<file path="src/rtl/commit_trace_buf_if.sv">
// Commit-record input and trace-record output bundle for commit_trace_buf.
// The slave modport is the buffer's view; master is the core/sink environment view.
interface commit_trace_buf_if #(
   parameter int XLEN = 64,
   parameter int ILEN = 32
);
   logic            cm_valid_i;
   logic [XLEN-1:0] cm_pc_i;
   logic [ILEN-1:0] cm_ir_i;
   logic            cm_rf_we_i;
   logic [4:0]      cm_rd_i;
   logic [XLEN-1:0] cm_wdata_i;

   logic            tr_valid_o;
   logic            tr_ready_i;
   logic [XLEN-1:0] tr_pc_o;
   logic [ILEN-1:0] tr_ir_o;
   logic            tr_rf_we_o;
   logic [4:0]      tr_rd_o;
   logic [XLEN-1:0] tr_wdata_o;

   modport slave (
      input  cm_valid_i, cm_pc_i, cm_ir_i, cm_rf_we_i, cm_rd_i, cm_wdata_i, tr_ready_i,
      output tr_valid_o, tr_pc_o, tr_ir_o, tr_rf_we_o, tr_rd_o, tr_wdata_o
   );

   modport master (
      output cm_valid_i, cm_pc_i, cm_ir_i, cm_rf_we_i, cm_rd_i, cm_wdata_i, tr_ready_i,
      input  tr_valid_o, tr_pc_o, tr_ir_o, tr_rf_we_o, tr_rd_o, tr_wdata_o
   );
endinterface

</file>
<file path="src/rtl/commit_trace_buf.sv">
// First-word-fall-through buffer for commit trace records with drop/commit
// counters and UNIMP end-of-program halt detection.
module commit_trace_buf #(
   parameter int XLEN  = 64,
   parameter int ILEN  = 32,
   parameter int DEPTH = 16
) (
   input  logic                       clk_i,
   input  logic                       rst_ni,
   commit_trace_buf_if.slave          bus,
   output logic [$clog2(DEPTH+1)-1:0] count_o,
   output logic [63:0]                commit_cnt_o,
   output logic [31:0]                drop_cnt_o,
   output logic                       overflow_o,
   output logic                       halt_o,
   output logic                       drained_o
);
   localparam int PW = $clog2(DEPTH);
   localparam int CW = $clog2(DEPTH+1);
   localparam int RW = XLEN + ILEN + 1 + 5 + XLEN;
   localparam logic [ILEN-1:0] UNIMP_IR = ILEN'(32'hC000_1073);

   logic [RW-1:0]   mem_q [DEPTH];
   logic [PW-1:0]   wr_ptr_q, wr_ptr_d;
   logic [PW-1:0]   rd_ptr_q, rd_ptr_d;
   logic [CW-1:0]   count_q, count_d;
   logic [63:0]     commit_cnt_q, commit_cnt_d;
   logic [31:0]     drop_cnt_q, drop_cnt_d;
   logic            overflow_q, overflow_d;
   logic            halt_q, halt_d;

   logic            full_s, empty_s, push_s, pop_s, drop_s;
   logic [RW-1:0]   wr_rec_s, rd_rec_s;

   assign full_s   = (count_q == CW'(DEPTH));
   assign empty_s  = (count_q == {CW{1'b0}});
   assign wr_rec_s = {bus.cm_pc_i, bus.cm_ir_i, bus.cm_rf_we_i, bus.cm_rd_i, bus.cm_wdata_i};
   assign rd_rec_s = mem_q[rd_ptr_q];

   // Handshake decode and next-state for pointers, occupancy, counters and sticky flags.
   always_comb begin
      pop_s        = !empty_s && bus.tr_ready_i;
      push_s       = bus.cm_valid_i && !halt_q && (!full_s || pop_s);
      drop_s       = bus.cm_valid_i && !halt_q && full_s && !pop_s;
      wr_ptr_d     = wr_ptr_q;
      rd_ptr_d     = rd_ptr_q;
      count_d      = count_q;
      commit_cnt_d = commit_cnt_q;
      drop_cnt_d   = drop_cnt_q;
      overflow_d   = overflow_q;
      halt_d       = halt_q;

      if (push_s) begin
         wr_ptr_d     = wr_ptr_q + PW'(1);
         commit_cnt_d = commit_cnt_q + 64'd1;
         halt_d       = halt_q || (bus.cm_ir_i == UNIMP_IR);
      end else begin
         wr_ptr_d     = wr_ptr_q;
      end

      if (pop_s) begin
         rd_ptr_d = rd_ptr_q + PW'(1);
      end else begin
         rd_ptr_d = rd_ptr_q;
      end

      case ({push_s, pop_s})
         2'b10:   count_d = count_q + CW'(1);
         2'b01:   count_d = count_q - CW'(1);
         default: count_d = count_q;
      endcase

      // The drop counter sticks at all-ones instead of wrapping back to a misleading small value.
      if (drop_s) begin
         overflow_d = 1'b1;
         if (drop_cnt_q != 32'hFFFF_FFFF) begin
            drop_cnt_d = drop_cnt_q + 32'd1;
         end else begin
            drop_cnt_d = drop_cnt_q;
         end
      end else begin
         overflow_d = overflow_q;
         drop_cnt_d = drop_cnt_q;
      end
   end

   // Control state register.
   always_ff @(posedge clk_i or negedge rst_ni) begin
      if (!rst_ni) begin
         wr_ptr_q     <= {PW{1'b0}};
         rd_ptr_q     <= {PW{1'b0}};
         count_q      <= {CW{1'b0}};
         commit_cnt_q <= 64'd0;
         drop_cnt_q   <= 32'd0;
         overflow_q   <= 1'b0;
         halt_q       <= 1'b0;
      end else begin
         wr_ptr_q     <= wr_ptr_d;
         rd_ptr_q     <= rd_ptr_d;
         count_q      <= count_d;
         commit_cnt_q <= commit_cnt_d;
         drop_cnt_q   <= drop_cnt_d;
         overflow_q   <= overflow_d;
         halt_q       <= halt_d;
      end
   end

   // Record storage carries no reset; validity is tracked by count_q alone.
   always_ff @(posedge clk_i) begin
      if (push_s) begin
         mem_q[wr_ptr_q] <= wr_rec_s;
      end
   end

   assign bus.tr_valid_o = !empty_s;
   assign {bus.tr_pc_o, bus.tr_ir_o, bus.tr_rf_we_o, bus.tr_rd_o, bus.tr_wdata_o} = rd_rec_s;

   assign count_o      = count_q;
   assign commit_cnt_o = commit_cnt_q;
   assign drop_cnt_o   = drop_cnt_q;
   assign overflow_o   = overflow_q;
   assign halt_o       = halt_q;
   assign drained_o    = halt_q && empty_s;
endmodule

</file>
<file path="src/flat_wrapper.sv">
// flat-port wrapper written by rule: the top's interface ports become plain ports
module commit_trace_buf_flat 
#(
   parameter int XLEN  = 64,
   parameter int ILEN  = 32,
   parameter int DEPTH = 16
)
  (clk_i, rst_ni, count_o, commit_cnt_o, drop_cnt_o, overflow_o, halt_o, drained_o, bus_cm_valid_i, bus_cm_pc_i, bus_cm_ir_i, bus_cm_rf_we_i, bus_cm_rd_i, bus_cm_wdata_i, bus_tr_ready_i, bus_tr_valid_o, bus_tr_pc_o, bus_tr_ir_o, bus_tr_rf_we_o, bus_tr_rd_o, bus_tr_wdata_o);
  commit_trace_buf_if #(.XLEN(XLEN), .ILEN(ILEN)) bus_i ();
  input  logic clk_i;
  input  logic rst_ni;
  output logic [$clog2(DEPTH+1)-1:0] count_o;
  output logic [63:0] commit_cnt_o;
  output logic [31:0] drop_cnt_o;
  output logic overflow_o;
  output logic halt_o;
  output logic drained_o;
  input wire logic [$bits(bus_i.cm_valid_i)-1:0] bus_cm_valid_i;
  input wire logic [$bits(bus_i.cm_pc_i)-1:0] bus_cm_pc_i;
  input wire logic [$bits(bus_i.cm_ir_i)-1:0] bus_cm_ir_i;
  input wire logic [$bits(bus_i.cm_rf_we_i)-1:0] bus_cm_rf_we_i;
  input wire logic [$bits(bus_i.cm_rd_i)-1:0] bus_cm_rd_i;
  input wire logic [$bits(bus_i.cm_wdata_i)-1:0] bus_cm_wdata_i;
  input wire logic [$bits(bus_i.tr_ready_i)-1:0] bus_tr_ready_i;
  output wire logic [$bits(bus_i.tr_valid_o)-1:0] bus_tr_valid_o;
  output wire logic [$bits(bus_i.tr_pc_o)-1:0] bus_tr_pc_o;
  output wire logic [$bits(bus_i.tr_ir_o)-1:0] bus_tr_ir_o;
  output wire logic [$bits(bus_i.tr_rf_we_o)-1:0] bus_tr_rf_we_o;
  output wire logic [$bits(bus_i.tr_rd_o)-1:0] bus_tr_rd_o;
  output wire logic [$bits(bus_i.tr_wdata_o)-1:0] bus_tr_wdata_o;
  assign bus_i.cm_valid_i = bus_cm_valid_i;
  assign bus_i.cm_pc_i = bus_cm_pc_i;
  assign bus_i.cm_ir_i = bus_cm_ir_i;
  assign bus_i.cm_rf_we_i = bus_cm_rf_we_i;
  assign bus_i.cm_rd_i = bus_cm_rd_i;
  assign bus_i.cm_wdata_i = bus_cm_wdata_i;
  assign bus_i.tr_ready_i = bus_tr_ready_i;
  assign bus_tr_valid_o = bus_i.tr_valid_o;
  assign bus_tr_pc_o = bus_i.tr_pc_o;
  assign bus_tr_ir_o = bus_i.tr_ir_o;
  assign bus_tr_rf_we_o = bus_i.tr_rf_we_o;
  assign bus_tr_rd_o = bus_i.tr_rd_o;
  assign bus_tr_wdata_o = bus_i.tr_wdata_o;
  commit_trace_buf #(.XLEN(XLEN), .ILEN(ILEN), .DEPTH(DEPTH)) u_core (.clk_i(clk_i), .rst_ni(rst_ni), .bus(bus_i), .count_o(count_o), .commit_cnt_o(commit_cnt_o), .drop_cnt_o(drop_cnt_o), .overflow_o(overflow_o), .halt_o(halt_o), .drained_o(drained_o));
endmodule
</file>
<file path="config.mk">
export PLATFORM = sky130hd
export DESIGN_NAME = commit_trace_buf_flat
export DESIGN_NICKNAME = d
export VERILOG_FILES = /design/src/rtl/commit_trace_buf_if.sv /design/src/rtl/commit_trace_buf.sv /design/src/flat_wrapper.sv
export SDC_FILE = /design/constraint.sdc
export NUM_CORES = 2
export LEC_CHECK = 0
export CELL_PAD_IN_SITES_DETAIL_PLACEMENT = 1
export CELL_PAD_IN_SITES_GLOBAL_PLACEMENT = 1
export CORE_ASPECT_RATIO = 0.75
export CORE_MARGIN = 2
export CORE_UTILIZATION = 58
export DETAILED_ROUTE_END_ITERATION = 10
export GPL_TIMING_DRIVEN = 0
export PLACE_DENSITY = 0.87
export SYNTH_ARGS = -nofsm -noshare
export SYNTH_HDL_FRONTEND = slang
export SYNTH_SLANG_ARGS = --single-unit
export TNS_END_PERCENT = 5
</file>
<file path="constraint.sdc">
create_clock -name clk_i -period 29.5 [get_ports clk_i]
set_clock_uncertainty 0.2 [all_clocks]
set_input_delay 7.375 -clock clk_i [delete_from_list [all_inputs] [get_ports clk_i]]
set_output_delay 7.375 -clock clk_i [all_outputs]
set_load 0.05 [all_outputs]
</file>
==> flow_summary.json <==
{
  "post_dp_cell_area_um2": 116000,
  "timing.fmax_ghz": 0.0715,
  "grt_use_met3_pct": 7.48,
  "worstPathArrival_ps": 6410,
  "cts_buffers": 274,
  "grt_use_met1_pct": 46.0,
  "nNetsFinal": 5351,
  "holdWs_ps": 307,
  "ys_seq_elements": 2767,
  "cts_tree": "built",
  "power_per_cell_area_nw_per_um2": 106,
  "detail-route-antenna-nets": 0,
  "drtPass1Iterations": 6,
  "syn-num-nets": 4439,
  "grt_usage_pct": 35.6,
  "layout_common_cells": "edfxtp_1 (2,656), mux4_2 (813), clkdlybuf4s50_1 (438)",
  "core-area_um2": 180000,
  "slowest_stage": "clkbuf_1",
  "vdd_ir_drop_max_mv": 0.0761,
  "clockRootBuffer": "clkbuf_16",
  "synth_edf_count": 2656,
  "leakage_nw": 39.6,
  "final_common_cell": "edfxtp_1",
  "portBuffers": 439,
  "ioPinCount": 441,
  "synthFlopType": "edfxtp_1",
  "fp.dieW_um": 495,
  "synthCells": 4260,
  "ys_types": 50,
  "yosysSeqAreaShare_pct": 78.7,
  "drtIter0Drc": 9351,
  "violations": "max-capacitance violations, max-slew violations",
  "finalInstanceArea_um2": 124000,
  "post-dp-hpwl_mm": 190,
  "yosys_warnings": 0,
  "slew_viol_final": 55,
  "crit_start": "u_core.rd_ptr_q[1]",
  "cp-start-kind": "flip-flop",
  "critPathMostFrequentCell": "buf_2",
  "fin_setup_tns_ps": 0,
  "route.detailed.drc": 0,
  "worstSetupEndpointType": "output pin",
  "grt_pass1_wl_mm": 452,
  "start_util_pct": 58.2,
  "h-tree-depth": 5,
  "worstPathMaxFanout": 10,
  "finalCritPeriodShare_pct": 47.4,
  "ys_async_sr_fraction_pct": 4.01,
  "wl_per_cell_um": 43.9,
  "cts_resized": 0,
  "required_ps": 21920,
  "reg2reg_depth": 12,
  "synth_area_per_cell_um2": 24.6,
  "regArea_um2": 82500,
  "setup_viol": 0,
  "cts_sinks": 2767,
  "worst_pin_slew_ps": 1670,
  "clk_pin_slew_ps": 70,
  "rsz0062_at_grt": "no",
  "r2r_start": "u_core.halt_o",
  "syn_area_um2": 105000,
  "hp-class": "flip-flop to flip-flop",
  "vias": 56948,
  "crit_path_cell_trace": "buf_2 -> clkbuf_1 -> buf_2 -> buf_1 -> mux4_2 -> mux2i_1 -> a21oi_1 -> clkdlybuf4s50_1",
  "crit_type": "flip-flop to output pin",
  "placementRows": 135,
  "cts_hold_buf": 0,
  "layout_min_cycle_time_ps": 13980,
  "drv_cap": 5,
  "fillers": 13624,
  "grt_max_degree": 92,
  "hold_viol": 0,
  "clock_latency_ps": 960,
  "rrSetupSlack_ps": 24040,
  "syn_to_final_growth_pct": 18.4,
  "multi_input_area_um2": 21600,
  "slowest_delay_ps": 1210,
  "max_slew_margin_pct": -11.2,
  "use_met2_pct": 57.8,
  "routed_wl_mm": 342,
  "worstSetupEndpoint": "bus_tr_wdata_o[17]",
  "die_area_um2": 184000,
  "gp_congestion": 0.788,
  "utilization_pct": 68.9,
  "clock_path_buffers": 4,
  "busiest_layer": "met2",
  "final_layout_size_suffix_gt1_share_pct": 27.2,
  "die_height_um": 372,
  "r2r_end": "u_core.mem_q[1][35]",
  "grt_pass1_vias": 57827,
  "grt-ovfl-total": 0,
  "via_per_inst": 7.31,
  "antenna_found_initial": 59,
  "postCtsSetupBuffers": 0,
  "status": "complete, but fails checks"
}
## critical path, delay by kind of cell, from the launching register on
| family | cells | cell delay [ps] |
|---|---|---|
| buffers and inverters | 5 | 3970 |
| multiplexers | 2 | 520 |
| AO/OA/AOI/OAI | 1 | 520 |
| flip-flops | 1 | 410 |
## metrics by stage
stage	instances	power [mW]	setup slack, ps
floorplan	4260	7.92	8710
global placement	7096	9.59	-5890
detailed placement	7292	9.63	17040
CTS	7754	13.1	15980
global route	7792	13.5	15690
finish	7795	13.2	15520
## state kept, by name, indices dropped and copies added, names as in the netlist
signal / count
u_core.mem_q: 2656
u_core.commit_cnt_o: 64
u_core.drop_cnt_o: 32
u_core.wr_ptr_q: 4
u_core.overflow_o: 1
u_core.rd_ptr_q: 4
u_core.count_o: 5
u_core.halt_o: 1
## layer usage
layer,wire length (µm),vias to the layer above
li1,-,20213
met4,19700,34
met2,169000,5549
met1,115000,30055
met5,243,-
met3,37900,1097
## report_power, final
part / switching (mW) / internal (mW)
logic: 3.08 / 1.86
clock network: 1.56 / 1.87
registers: 0.151 / 4.70
## layout make-up
| cell class | count | area share, % |
|---|---|---|
| diodes | 40 | 0.0806 |
| plain buffers | 202 | 0.671 |
| clock buffers | 346 | 5.92 |
| clock inverters | 116 | 0.682 |
| inverters | 15 | 0.0454 |
| multi-input cells | 1276 | 17.4 |
| flip-flops and latches | 2767 | 66.5 |
| well taps | 2397 | 2.42 |
| repair buffers | 636 | 6.33 |
## Yosys cell counts (17+ instances only)
cell         n  area share (%)
a211oi_1    17            0.12
a21oi_1     22            0.10
and3_1      17            0.10
buf_1       32            0.11
buf_2       57            0.27
clkbuf_1   113            0.40
dfrtp_1    111             2.6
edfxtp_1  2656              76
mux2i_1     17            0.16
mux4_2     813              17
nand2_1     46            0.16
nand3_1     33            0.16
nand4_1     33            0.20
nor2_1      42            0.15
nor2b_1     19            0.11
nor3_1      21            0.10
xnor2_1     55            0.46
xor2_1      47            0.39
## cells by family after synthesis
| kind of cell | Yosys count | share of synthesized area, % |
|---|---|---|
| buf+inv | 217 | 0.845 |
| flops | 2767 | 78.7 |
| simple gates | 268 | 1.42 |
| mux | 836 | 17.7 |
| compound gates | 61 | 0.393 |
| xor+xnor | 102 | 0.852 |
| fa+ha+maj | 9 | 0.107 |
## worst min path at each step
| stage | start | depth (start not counted) | endpoint |
|---|---|---|---|
| finish | u_core.commit_cnt_o[63] | 1 | u_core.commit_cnt_o[63] |
| global route | u_core.commit_cnt_o[63] | 1 | u_core.commit_cnt_o[63] |
| CTS | u_core.commit_cnt_o[63] | 1 | u_core.commit_cnt_o[63] |
| detailed placement | u_core.drop_cnt_o[23] | 1 | u_core.drop_cnt_o[23] |
| global placement | u_core.overflow_o | 1 | u_core.overflow_o |
| floorplan | u_core.rd_ptr_q[1] | 2 | u_core.rd_ptr_q[1] |
Power figures use the tool's default switching activity.
